`src/rtl/operand_latch_bank.sv`:
```
// operand_latch_bank: N-channel, W-bit operand register bank loaded from
// active-low pushbuttons. Each button is synchronised, debounced and
// press-edge detected, so one press makes exactly one write. The channel
// registers, the loaded flags and the write strobe/index are all registered.
// Optional feature: define SEQ_LOAD_EN to add the sequential save button
// (save_seq_n), which writes channel seq_ptr and then advances seq_ptr.
module operand_latch_bank #(
   parameter  int DATA_W          = 4,
   parameter  int CHANNELS        = 2,
   parameter  int DEBOUNCE_CYCLES = 16,
   localparam int CH_W            = (CHANNELS > 1) ? $clog2(CHANNELS) : 1
) (
   input  logic                         clk,
   input  logic                         reset,
   input  logic [DATA_W-1:0]            data_input,
   input  logic [CHANNELS-1:0]          save_n,
`ifdef SEQ_LOAD_EN
   input  logic                         save_seq_n,
   output logic [CH_W-1:0]              seq_ptr,
`endif
   output logic [CHANNELS*DATA_W-1:0]   q,
   output logic [CHANNELS-1:0]          loaded,
   output logic                         all_loaded,
   output logic                         wr_pulse,
   output logic [CH_W-1:0]              wr_ch
);

   localparam int CNT_W = $clog2(DEBOUNCE_CYCLES + 1);
`ifdef SEQ_LOAD_EN
   localparam int NB = CHANNELS + 1;   // direct buttons, then the sequential button on top
`else
   localparam int NB = CHANNELS;
`endif

   logic [NB-1:0]             w_btn_n;
   logic [NB-1:0]             r_sync1;
   logic [NB-1:0]             r_sync2;
   logic [NB-1:0]             r_state;     // debounced level, 1 = released
   logic [NB-1:0]             r_state_d;   // debounced level one cycle earlier
   logic [CNT_W-1:0]          r_cnt [NB];
   logic [NB-1:0]             w_press;
   logic [CHANNELS-1:0]       w_wr_en;
   logic                      w_any_wr;
   logic [CH_W-1:0]           w_hi_ch;
   logic [CHANNELS*DATA_W-1:0] r_q;
   logic [CHANNELS-1:0]       r_loaded;
   logic                      r_wr_pulse;
   logic [CH_W-1:0]           r_wr_ch;

`ifdef SEQ_LOAD_EN
   logic [CH_W-1:0]           r_seq_ptr;
   assign w_btn_n = {save_seq_n, save_n};
   assign seq_ptr = r_seq_ptr;
`else
   assign w_btn_n = save_n;
`endif

   // Two-FF synchroniser and per-button debouncer; a partial count is discarded by reset.
   always_ff @(posedge clk) begin
      if (reset) begin
         r_sync1   <= '1;
         r_sync2   <= '1;
         r_state   <= '1;
         r_state_d <= '1;
         for (int b = 0; b < NB; b++) begin
            r_cnt[b] <= '0;
         end
      end else begin
         r_sync1   <= w_btn_n;
         r_sync2   <= r_sync1;
         r_state_d <= r_state;
         for (int b = 0; b < NB; b++) begin
            if (r_sync2[b] == r_state[b]) begin
               r_cnt[b] <= '0;
            end else if (r_cnt[b] == CNT_W'(DEBOUNCE_CYCLES - 1)) begin
               r_state[b] <= r_sync2[b];
               r_cnt[b]   <= '0;
            end else begin
               r_cnt[b] <= r_cnt[b] + 1'b1;
            end
         end
      end
   end

   // A press is a debounced 1->0 transition; releases never commit.
   assign w_press = r_state_d & ~r_state;

   // Merge direct and sequential commits into one write-enable set and pick the highest index.
   always_comb begin
      w_wr_en = w_press[CHANNELS-1:0];
      w_hi_ch = '0;
`ifdef SEQ_LOAD_EN
      if (w_press[CHANNELS]) begin
         w_wr_en[r_seq_ptr] = 1'b1;
      end else begin
         w_wr_en = w_wr_en;
      end
`endif
      for (int k = 0; k < CHANNELS; k++) begin
         if (w_wr_en[k]) begin
            w_hi_ch = CH_W'(k);
         end else begin
            w_hi_ch = w_hi_ch;
         end
      end
      w_any_wr = |w_wr_en;
   end

   // Channel registers, sticky loaded flags and the one-cycle-late write strobe/index.
   always_ff @(posedge clk) begin
      if (reset) begin
         r_q        <= '0;
         r_loaded   <= '0;
         r_wr_pulse <= 1'b0;
         r_wr_ch    <= '0;
      end else begin
         for (int k = 0; k < CHANNELS; k++) begin
            if (w_wr_en[k]) begin
               r_q[k*DATA_W +: DATA_W] <= data_input;
               r_loaded[k]             <= 1'b1;
            end
         end
         r_wr_pulse <= w_any_wr;
         if (w_any_wr) begin
            r_wr_ch <= w_hi_ch;
         end
      end
   end

`ifdef SEQ_LOAD_EN
   // Sequential pointer advances on every sequential commit, wrapping at the last channel.
   always_ff @(posedge clk) begin
      if (reset) begin
         r_seq_ptr <= '0;
      end else if (w_press[CHANNELS]) begin
         if (r_seq_ptr == CH_W'(CHANNELS - 1)) begin
            r_seq_ptr <= '0;
         end else begin
            r_seq_ptr <= r_seq_ptr + 1'b1;
         end
      end
   end
`endif

   assign q          = r_q;
   assign loaded     = r_loaded;
   assign all_loaded = &r_loaded;
   assign wr_pulse   = r_wr_pulse;
   assign wr_ch      = r_wr_ch;

endmodule

```
`config.mk`:
```
export PLATFORM = sky130hd
export DESIGN_NAME = operand_latch_bank
export DESIGN_NICKNAME = d
export VERILOG_FILES = /design/src/rtl/operand_latch_bank.sv
export SDC_FILE = /design/constraint.sdc
export NUM_CORES = 1
export LEC_CHECK = 0
export CAP_MARGIN = 20
export CORE_MARGIN = 1.5
export CORE_UTILIZATION = 47
export CTS_BUF_LIST = sky130_fd_sc_hd__clkbuf_2
export CTS_CLUSTER_SIZE = 16
export DETAILED_ROUTE_END_ITERATION = 10
export GPL_ROUTABILITY_DRIVEN = 0
export PLACE_DENSITY = 0.73
export SKIP_CTS_REPAIR_TIMING = 1
export SLEW_MARGIN = 20
export SYNTH_ARGS = -nofsm -noshare
export SYNTH_HDL_FRONTEND = slang
export SYNTH_SLANG_ARGS = --single-unit
```
`constraint.sdc`:
```
create_clock -name clk -period 4.1 [get_ports clk]
set_clock_uncertainty 0.1 [all_clocks]
set_input_delay 1.23 -clock clk [delete_from_list [all_inputs] [get_ports clk]]
set_output_delay 1.23 -clock clk [all_outputs]
set_load 0.02 [all_outputs]
```
==> results.sh <==
export IMPL_status="finished, final reports clean"
export IMPL_layout_cells_most_common_list="21 x nor2_1, 20 x clkdlybuf4s50_1, 20 x dfxtp_1"
export IMPL_ir_drop_mv=0.263
export IMPL_cts_root_buf="clkbuf_2"
export IMPL_routed_wl_um=1770
export IMPL_crit_arrival_ps=1450
export IMPL_leakage_nw=0.597
export IMPL_syn_to_final_growth_pct=25.2
export IMPL_ys_seq_area_share_pct=60.7
export IMPL_syn_inst=102
export IMPL_first_iter_violations=3
export IMPL_grt_pass1_vias=752
export IMPL_grt_ovfl_total=0
export IMPL_grtUsageTotal_pct=16.1
export IMPL_synth_cell_types=21
export IMPL_ys_warnings_count=0
export IMPL_finalCritPeriodShare_pct=67.8
export IMPL_drive_gt1_share_pct=11.1
export IMPL_fmax_mhz=360
export IMPL_crit_path_max_fanout=3
export IMPL_antenna_found_initial=0
export IMPL_nets=146
export IMPL_startpoint_type="flip-flop"
export IMPL_multi_input_area_um2=447
export IMPL_grt_max_degree=23
export IMPL_cts_tree="yes"
export IMPL_core_area_um2=2250
export IMPL_synth_avg_cell_area_um2=11.3
export IMPL_crit_type="reg2out"
export IMPL_endpoint_kind="output port"
export IMPL_period_needed_ps=2780
export IMPL_syn_cell_area_um2=1150
export IMPL_place_hpwl_um=1310
export IMPL_drv_slew=0
export IMPL_cts_sinks=30
export IMPL_crit_slowest_cell="clkdlybuf4s50_1"
export IMPL_critPathMaxStageDelay_ps=590
export IMPL_routed_via_density=4.62
export IMPL_setup_violations=0
export IMPL_clock_latency_ps=350
export IMPL_drv_cap=0
export IMPL_die_w_um=52.5
export IMPL_path_cells="and2_1 -> clkdlybuf4s50_1"
export IMPL_antenna_left=0
export IMPL_required_ps=2770
export IMPL_p_per_area_nw_per_um2=333
export IMPL_relSlewSlack_pct=56.0
export IMPL_routedWlPerCell_um=10.9
export IMPL_htreeDepth=2
export IMPL_rows=17
export IMPL_cpLargestDelayFamily="buffers and inverters"
export IMPL_hold_viol_final=0
export IMPL_fp_dieH_um=52.5
export IMPL_tns_ps=0
export IMPL_fillers=200
export IMPL_clk_pin_slew_worst_paths_ps=150
export IMPL_min_path_type="reg2reg"
export IMPL_clockBufferDepth=2
export IMPL_grt_pass1_wl_um=3040
export IMPL_numCtsBuffers=5
export IMPL_power_mw=0.481
export IMPL_antenna_cells=0
export IMPL_firstDrtPassIters=3
export IMPL_seqCellArea_um2=701
export IMPL_drc_errors=0
export IMPL_path_buf_inv=1
export IMPL_vias=753
export IMPL_die_area_um2=2760
export IMPL_rsz0062_at_grt="no"
export IMPL_synth_seq_cells=30
export IMPL_tightestPinTransition_ps=659
export IMPL_final_common_cell="nor2_1"
export IMPL_boundaryPins=21
export IMPL_io_buffer_count=20
export IMPL_start_util_pct=51.2
-- flip-flops by register name, indices dropped and copies added, names as in the netlist --
name,count
r_cnt,10
q,8
loaded,2
r_state,2
r_state_d,2
r_sync1,2
r_sync2,2
wr_ch,1
wr_pulse,1
-- report_power, final --
part | switching (mW) | total, mW | internal (mW) | leakage, nW
clock | 0.0908 | 0.137 | 0.0457 | 0.0306
sequential | 0.00385 | 0.318 | 0.314 | 0.265
combinational | 0.0122 | 0.0261 | 0.0139 | 0.301
-- cell usage after synthesis (all sizes together) --
library cell	number	area, µm²
dfxtp	20	400
xnor2	4	35.0
clkbuf	2	7.51
ha	4	50.1
a21oi	3	15.0
or3	2	22.5
xor2	2	17.5
nor2	21	78.8
conb	1	3.75
a211o	2	17.5
inv	6	22.5
and2b	1	7.51
nand3	2	10.0
edfxtp	10	300
buf	2	10.0
nor2b	2	12.5
mux2i	8	80.1
nand2b	1	6.26
or2	6	37.5
and3	2	12.5
and2	1	6.26
-- metal layers --
| metal | up-vias | share of wire, % | wire length (µm) | track usage (%) |
|---|---|---|---|---|
| li1 | 387 | - | - | - |
| met1 | 345 | 44 | 772 | 15.9 |
| met2 | 15 | 50 | 878 | 26.9 |
| met3 | 6 | 4.3 | 77 | 7.71 |
| met4 | 0 | 2.4 | 43 | 10.3 |
| met5 | - | 0 | 0 | 0 |
-- worst paths after layout --
path	startpoint	endpoint	slack, ps	depth (start not counted)
hold reg to reg	r_sync1[0]$_SDFF_PP1_	r_sync2[0]$_SDFF_PP1_	320	1
setup reg to reg	r_cnt[1][0]$_SDFFCE_PN0P_	r_cnt[1][1]$_SDFFCE_PN0P_	2270	5
hold / removal	r_sync1[0]$_SDFF_PP1_	r_sync2[0]$_SDFF_PP1_	320	1
setup / recovery	loaded[0]$_SDFFE_PP0P_	all_loaded	1320	2
-- kinds of logic after synthesis --
logic type	share of synthesized area, %
flops	60.7
compound gates	2.82
xor+xnor	4.56
fa+ha+maj	4.34
other cells	0.325
buf+inv	3.47
mux	6.94
simple gates	16.8
-- metrics by stage --
stage          hold slack (ps)  setup slack (ps)  utilization, %  instance area (µm²)  instances
2_1_floorplan              289              2070               -                 1190        111
3_3_place_gp               293              1210            62.3                 1410        155
3_5_place_dp               298              1160            62.3                 1410        155
4_1_cts                    316              1290            64.0                 1440        163
5_1_grt                    344              1220            64.0                 1440        163
6_report                   317              1320            64.0                 1440        163
-- area by class of cell --
cell class,instances,area share [%]
Sequential cell,30,48.5
Multi-Input combinational cell,71,30.9
Timing Repair Buffer,20,13.9
Clock buffer,7,2.43
Tap cell,28,2.43
Inverter,6,1.56
Clock inverter,1,0.260
Power figures use the tool's default switching activity.
